### config.mk
export PLATFORM = sky130hd
export DESIGN_NAME = aaxi_sync_bridge_flat
export DESIGN_NICKNAME = d
export VERILOG_FILES = /design/src/rtl/aaxi_pkg.sv /design/src/rtl/aaxi_sync_bridge_if.sv /design/src/rtl/aaxi_sync_bridge.sv /design/src/flat_wrapper.sv
export SDC_FILE = /design/constraint.sdc
export NUM_CORES = 1
export LEC_CHECK = 0
export BUFFER_PORTS_ARGS = -buffer_cell sky130_fd_sc_hd__buf_2
export CAP_MARGIN = 20
export CORE_ASPECT_RATIO = 1.2
export CORE_UTILIZATION = 30
export CTS_BUF_LIST = sky130_fd_sc_hd__clkbuf_16
export CTS_CLUSTER_DIAMETER = 40
export DETAILED_ROUTE_END_ITERATION = 10
export PLACE_DENSITY = 0.61
export SLEW_MARGIN = 0
export SYNTH_ARGS = -nofsm -noshare
export SYNTH_HDL_FRONTEND = slang
export SYNTH_SLANG_ARGS = --single-unit
### constraint.sdc
create_clock -name clk -period 1.75 [get_ports clk]
set_input_delay 0.35 -clock clk [delete_from_list [all_inputs] [get_ports clk]]
set_output_delay 0.35 -clock clk [all_outputs]
set_load 0.01 [all_outputs]
### src/rtl/aaxi_pkg.sv
// Shared definitions for the aaxi request/response bridge: field widths,
// the captured request payload and the bridge FSM state encoding.
package aaxi_pkg;

    localparam int unsigned AAXI_ADDR_MSB = 31;
    localparam int unsigned AAXI_ADDR_LSB = 2;
    localparam int unsigned AAXI_ADDR_W   = AAXI_ADDR_MSB - AAXI_ADDR_LSB + 1;
    localparam int unsigned AAXI_DATA_W   = 32;
    localparam int unsigned AAXI_STRB_W   = 4;

    // Request payload as captured from the upstream port.
    typedef struct packed {
        logic                   we;
        logic [AAXI_ADDR_W-1:0] addr;
        logic [AAXI_DATA_W-1:0] data;
        logic [AAXI_STRB_W-1:0] strb;
    } aaxi_req_t;

    typedef enum logic [1:0] {
        IDLE = 2'd0,
        REQ  = 2'd1,
        RESP = 2'd2
    } aaxi_state_e;

endpackage : aaxi_pkg

### src/rtl/aaxi_sync_bridge_if.sv
// Signal bundle for both sides of the aaxi sync bridge.
//   s_* : upstream port (request pulse in, response pulse out)
//   m_* : downstream port (request valid/ready out, response pulse in)
// Modports:
//   slave  - the bridge itself (target of the upstream initiator,
//            initiator towards the downstream target)
//   master - the surrounding environment driving s_* requests and m_* responses
interface aaxi_sync_bridge_if;
    import aaxi_pkg::*;

    logic                   s_avalid;
    logic                   s_awe;
    logic [AAXI_ADDR_W-1:0] s_aaddr;
    logic [AAXI_DATA_W-1:0] s_adata;
    logic [AAXI_STRB_W-1:0] s_astrb;
    logic                   s_bvalid;
    logic [AAXI_DATA_W-1:0] s_bdata;

    logic                   m_avalid;
    logic                   m_aready;
    logic                   m_awe;
    logic [AAXI_ADDR_W-1:0] m_aaddr;
    logic [AAXI_DATA_W-1:0] m_adata;
    logic [AAXI_STRB_W-1:0] m_astrb;
    logic                   m_bvalid;
    logic [AAXI_DATA_W-1:0] m_bdata;

    modport slave (
        input  s_avalid, s_awe, s_aaddr, s_adata, s_astrb,
        output s_bvalid, s_bdata,
        output m_avalid, m_awe, m_aaddr, m_adata, m_astrb,
        input  m_aready, m_bvalid, m_bdata
    );

    modport master (
        output s_avalid, s_awe, s_aaddr, s_adata, s_astrb,
        input  s_bvalid, s_bdata,
        input  m_avalid, m_awe, m_aaddr, m_adata, m_astrb,
        output m_aready, m_bvalid, m_bdata
    );

endinterface : aaxi_sync_bridge_if

### src/rtl/aaxi_sync_bridge.sv
// Single-clock aaxi request/response bridge. Captures an upstream request
// pulse, presents it downstream under valid/ready, waits for the downstream
// response pulse and returns it upstream as a one-cycle pulse. One
// transaction outstanding at a time; upstream requests while busy are dropped.
// Ports:
//   clk   - rising-edge clock for both sides
//   rst_n - asynchronous active-low reset; aborts any transaction in flight
//   bus   - s_* upstream and m_* downstream signals (slave modport)
module aaxi_sync_bridge
    import aaxi_pkg::*;
(
    input  logic               clk,
    input  logic               rst_n,
    aaxi_sync_bridge_if.slave  bus
);

    aaxi_state_e            state_q,  state_d;
    aaxi_req_t              req_q,    req_d;
    logic                   avalid_q, avalid_d;
    logic                   bvalid_q, bvalid_d;
    logic [AAXI_DATA_W-1:0] bdata_q,  bdata_d;

    // State and capture registers.
    always_ff @(posedge clk or negedge rst_n) begin
        if (!rst_n) begin
            state_q  <= IDLE;
            req_q    <= '0;
            avalid_q <= 1'b0;
            bvalid_q <= 1'b0;
            bdata_q  <= '0;
        end else begin
            state_q  <= state_d;
            req_q    <= req_d;
            avalid_q <= avalid_d;
            bvalid_q <= bvalid_d;
            bdata_q  <= bdata_d;
        end
    end

    // Next-state and registered-output logic.
    always_comb begin
        state_d  = state_q;
        req_d    = req_q;
        avalid_d = avalid_q;
        bvalid_d = 1'b0;
        bdata_d  = bdata_q;

        unique case (state_q)
            IDLE: begin
                if (bus.s_avalid) begin
                    req_d    = '{we:   bus.s_awe,
                                 addr: bus.s_aaddr,
                                 data: bus.s_adata,
                                 strb: bus.s_astrb};
                    avalid_d = 1'b1;
                    state_d  = REQ;
                end
            end
            REQ: begin
                if (bus.m_aready) begin
                    avalid_d = 1'b0;
                    // A response landing on the handshake edge completes at once.
                    if (bus.m_bvalid) begin
                        bvalid_d = 1'b1;
                        bdata_d  = bus.m_bdata;
                        state_d  = IDLE;
                    end else begin
                        state_d  = RESP;
                    end
                end
            end
            RESP: begin
                if (bus.m_bvalid) begin
                    bvalid_d = 1'b1;
                    bdata_d  = bus.m_bdata;
                    state_d  = IDLE;
                end
            end
            default: begin
                avalid_d = 1'b0;
                state_d  = IDLE;
            end
        endcase
    end

    assign bus.m_avalid = avalid_q;
    assign bus.m_awe    = req_q.we;
    assign bus.m_aaddr  = req_q.addr;
    assign bus.m_adata  = req_q.data;
    assign bus.m_astrb  = req_q.strb;
    assign bus.s_bvalid = bvalid_q;
    assign bus.s_bdata  = bdata_q;

endmodule : aaxi_sync_bridge

### src/flat_wrapper.sv
// flat-port wrapper written by rule: the top's interface ports become plain ports
module aaxi_sync_bridge_flat import aaxi_pkg::*;
  (clk, rst_n, bus_s_avalid, bus_s_awe, bus_s_aaddr, bus_s_adata, bus_s_astrb, bus_s_bvalid, bus_s_bdata, bus_m_avalid, bus_m_awe, bus_m_aaddr, bus_m_adata, bus_m_astrb, bus_m_aready, bus_m_bvalid, bus_m_bdata);
  aaxi_sync_bridge_if bus_i ();
  input  logic clk;
  input  logic rst_n;
  input wire logic [$bits(bus_i.s_avalid)-1:0] bus_s_avalid;
  input wire logic [$bits(bus_i.s_awe)-1:0] bus_s_awe;
  input wire logic [$bits(bus_i.s_aaddr)-1:0] bus_s_aaddr;
  input wire logic [$bits(bus_i.s_adata)-1:0] bus_s_adata;
  input wire logic [$bits(bus_i.s_astrb)-1:0] bus_s_astrb;
  output wire logic [$bits(bus_i.s_bvalid)-1:0] bus_s_bvalid;
  output wire logic [$bits(bus_i.s_bdata)-1:0] bus_s_bdata;
  output wire logic [$bits(bus_i.m_avalid)-1:0] bus_m_avalid;
  output wire logic [$bits(bus_i.m_awe)-1:0] bus_m_awe;
  output wire logic [$bits(bus_i.m_aaddr)-1:0] bus_m_aaddr;
  output wire logic [$bits(bus_i.m_adata)-1:0] bus_m_adata;
  output wire logic [$bits(bus_i.m_astrb)-1:0] bus_m_astrb;
  input wire logic [$bits(bus_i.m_aready)-1:0] bus_m_aready;
  input wire logic [$bits(bus_i.m_bvalid)-1:0] bus_m_bvalid;
  input wire logic [$bits(bus_i.m_bdata)-1:0] bus_m_bdata;
  assign bus_i.s_avalid = bus_s_avalid;
  assign bus_i.s_awe = bus_s_awe;
  assign bus_i.s_aaddr = bus_s_aaddr;
  assign bus_i.s_adata = bus_s_adata;
  assign bus_i.s_astrb = bus_s_astrb;
  assign bus_s_bvalid = bus_i.s_bvalid;
  assign bus_s_bdata = bus_i.s_bdata;
  assign bus_m_avalid = bus_i.m_avalid;
  assign bus_m_awe = bus_i.m_awe;
  assign bus_m_aaddr = bus_i.m_aaddr;
  assign bus_m_adata = bus_i.m_adata;
  assign bus_m_astrb = bus_i.m_astrb;
  assign bus_i.m_aready = bus_m_aready;
  assign bus_i.m_bvalid = bus_m_bvalid;
  assign bus_i.m_bdata = bus_m_bdata;
  aaxi_sync_bridge u_core (.clk(clk), .rst_n(rst_n), .bus(bus_i));
endmodule
======== Word-level counts from Yosys, hierarchy flattened ========
Index checks and enable logic that the tools add are counted.
Widths: inputs -> output; s select.
storage, ports and cells
  bits of input ports ..................... 104
  register bits after elaboration ......... 103
  word-level logic and storage cells ...... 34
  output and inout bits ................... 101
cells by class
  reductions and logical operators ........ 6
  equal/unequal tests ..................... 5
  bitwise logic cells ..................... 1
  muxes and demuxes ....................... 14
operator list
  operator            count
  $mux 32             2
  $pmux 32 s2         1
  $mux 2              4
  $ne 2x2->1 const B  3
  $pmux 2 s3          1
  $reduce_and 3->1    2
  $mux 1              4
  $reduce_and 2->1    2
  $pmux 1 s3          1
  $eq 2x1->1 const B  1
  $eq 2x2->1 const B  1
  $logic_not 2->1     1
  $pmux 1 s2          1
  $reduce_bool 2->1   1
  $not 1->1           1

======== Logic depth before layout (Yosys ltp) ========
  depth after elaboration ................. 3
  gate-level depth with buffers ........... 6
  gate-level depth less buffers ........... 5

======== Worst setup path before layout ========
No wires, ideal clock.
  path kind ............................... register to register
  start ................................... register u_core.state_q[0]
  end ..................................... register u_core.bdata_q[10] (netlist: u_core.bus.s_bdata[10])
  setup slack ............................. 0.214 ns
  data required time ...................... 1.625 ns
  data arrival time ....................... 1.411 ns
  stages on the path, launching flop included .. 7
  path buffers ............................ 1
  clock period less this slack ............ 1.536 ns
  setup time .............................. 0.125 ns
  cells stage by stage .................... dfrtp_1 -> inv_1 -> ha_1 -> nand2_1 -> nor2_4 -> buf_6 -> mux2_2
between the ends
  word-level cells in the longest chain between the ends .. 3
  elaborated cells on any way between the ends .. 6
  those cells by class .................... eq/ne: 3; mux: 1; reduce/logical: 2
RTL lines
  element                                                           RTL line                RTL
  from (decl)                                                       aaxi_sync_bridge.sv:17  aaxi_state_e state_q, state_d;
  from (signal assigned)                                            aaxi_sync_bridge.sv:32  state_q <= state_d;
  $eq 2x1->1 / $eq 2x2->1 (equally long branches)                   aaxi_sync_bridge.sv:48  unique case (state_q)
  $ne 2x2->1 (no line) / $reduce_bool 2->1 (equally long branches)  --
  $reduce_and 2->1 (no line)                                        --
  to (signal assigned)                                              aaxi_sync_bridge.sv:36  bdata_q <= bdata_d;
  to (decl)                                                         aaxi_sync_bridge.sv:21  logic [AAXI_DATA_W-1:0] bdata_q, bdata_d;
Several ways; a longest one is shown, not always the timed one.
A chain may end at the register's enable or synchronous reset.

======== Worst setup path after layout ========
  start ................................... register u_core.state_q[0]
  end ..................................... register u_core.bdata_q[22] (netlist: u_core.bus.s_bdata[22])
The elaborated chain is that of the path after synthesis.

==> qor.yml <==
cts-hold-fix-buffers: 0
rsz0062_at_grt: "no"
ant_nets: 0
wl_per_cell_um: 14.4
cts_setup_buffers: 0
finalSetupViolations: 0
startpoint_type: "flop"
drive_gt1_share_pct: 72.5
antenna_found_initial: 0
yosysTopAreaCellShare_pct: 63.4
final.period_utilization_pct: 95.2
grt_pass1_vias: 2873
path_max_fanout: 11
pwr-share-seq_pct: 39.3
required_ns: 1.97
ys_types: 15
rows: 46
ys_seq_area_share_pct: 63.4
gp_congestion: 0.732
p_sw_share_pct: 32.2
start_util_pct: 30.7
syn_area_per_cell_um2: 17.2
area_delta_synth_final_pct: 38.2
cts_buffer_depth: 2
drcViolationCount: 0
fin_area_um2: 5620
core_area_um2: 13200
p_comb_share_pct: 42.5
stdcell_count: 622
synth_seq_cells: 103
fillerInstances: 1260
htree_num_levels: 3
num-nets-final: 557
relSlewSlack_pct: 59.6
grt_max_degree: 104
via_count: 2719
first_iter_violations: 84
synth_warnings: 0
powerDensity_nw_per_um2: 1900
gr-total-overflow: 0
place_inst: 607
via_per_inst: 4.37
cts_buffers: 9
cts_tree: "built"
cts.sinks: 103
die_height_um: 129
p_total_w: 0.0107
layout_commonest_cell: "buf_2"
crit_path_end_kind: "flop"
arrival_ns: 1.89
setup_tns_ns: 0
p_int_w: 0.00725
vdd_drop_max_uv: 831
cts-root-buf: "clkbuf_16"
finClkSkew_ns: 0.00583
synthCells: 236
yosys-top-cells-area: "dfrtp_1 63%, mux2_2 19%, mux2_4 12%"
final_cell_mix: "203 x buf_2, 103 x dfrtp_1, 67 x mux2_2, 32 x mux2_4, 9 x clkbuf_16"
first_pass_iters: 4
die_area_um2: 14000
yosysTopAreaCell: "dfrtp_1"
hpwl_um: 6650
maxSlewViolCount: 0
critPathKind: "reg2reg"
max_freq_mhz: 600
grt_pass1_wl_um: 13700
switchingPower_w: 0.00344
reg2reg_slack_ns: 0.08
die_x_um: 108
fin_crit_ns: 1.67
clk_latency_ns: 0.34
placed_area_um2: 5330
io_buffers: 204
cap_viol_max_count: 0
clock_power_share_pct: 18.2
hold_viol_final: 0
cts_resized: 0
synth_fp_nets: 343
synth_area_um2: 4060
clk_pin_slew_ns: 0.07
track_usage_pct: 12.9
wirelength_um: 8960
io_pins: 205
power_leakage_nw: 2.84
status: "completed"
hold_class: "in2async"
n_antenna_cell: 0
tightest_slew_ns: 0.606
[critical path, cell delays in order (launching register included)]
cell,delay (ns)
dfrtp_1,0.38
inv_1,0.08
ha_1,0.28
nand2_1,0.09
nor2_4,0.16
buf_4,0.21
mux2_2,0.35
[cell type report]
cell class	count	area (µm²)	area share (%)
Clock buffer	9	225	4.01
Clock inverter	6	62.6	1.11
Inverter	3	11.3	0.200
Multi-Input combinational cell	120	1390	24.7
Sequential cell	103	2580	45.9
Tap cell	168	210	3.74
Timing Repair Buffer	213	1140	20.3
[worst paths after layout]
path / start / to / cells after the start
min reg2reg: u_core.bus.m_astrb[3] / u_core.bus.m_astrb[3] / 1
max in group asynchronous: rst_n / u_core.bus.m_adata[22] / 2
max reg2reg: u_core.state_q[0] / u_core.bus.s_bdata[22] / 6
min in group clk: bus_s_adata[3] / u_core.bus.m_adata[3] / 2
max: u_core.state_q[0] / u_core.bus.s_bdata[22] / 6
min: rst_n / u_core.bus.m_aaddr[3] / 2
[per-stage QoR]
stage / util, % / hold slack (ns) / setup WS, ns
global placement: 40.3 / 0.457 / 0.139
CTS: 42.4 / 0.0888 / 0.0787
global route: 42.4 / 0.111 / 0.00669
floorplan: - / 0.0544 / 0.214
detailed placement: 40.3 / 0.463 / 0.0842
finish: 42.4 / 0.0210 / 0.0839
[layer usage]
metal  part of all wire (%)  track usage (%)
met5                      0                0
met4                    2.4             6.61
met3                    7.5             4.12
met2                     52             22.6
met1                     38             14.0
[logic make-up after synthesis]
logic type,share of synthesized area [%]
multiplexers,30.4
buffers and inverters,2.59
AND/OR/NAND/NOR,1.85
adder cells (fa/ha/maj),0.924
AO/OA/AOI/OAI,0.831
flip-flops,63.4
[Yosys cell counts]
cell        n
dfrtp_1   103
mux2_2     67
mux2_4     32
buf_6       7
nand2b_1    4
a21oi_1     3
a31oi_1     3
buf_2       3
ha_1        3
inv_1       3
nor2_1      3
nand2_1     2
nand4_1     1
nor2_4      1
nor2b_4     1
[power by group through the flow]
stage / clock network (W) / registers, W / logic [W]
floorplan: 0 / 0.00480 / 0.00223
global placement: 0 / 0.00419 / 0.00452
detailed placement: 0 / 0.00424 / 0.00463
CTS: 0.00204 / 0.00422 / 0.00464
global route: 0.00213 / 0.00437 / 0.00493
finish: 0.00195 / 0.00420 / 0.00455
[registers in the layout (all words and copies together), names as in the netlist]
name / cells
u_core.bus.m_aaddr: 30
u_core.state_q: 2
u_core.bus.m_astrb: 4
u_core.bus.m_avalid: 1
u_core.bus.s_bvalid: 1
u_core.bus.s_bdata: 32
u_core.bus.m_awe: 1
u_core.bus.m_adata: 32
(Power assumes the default switching activity.)
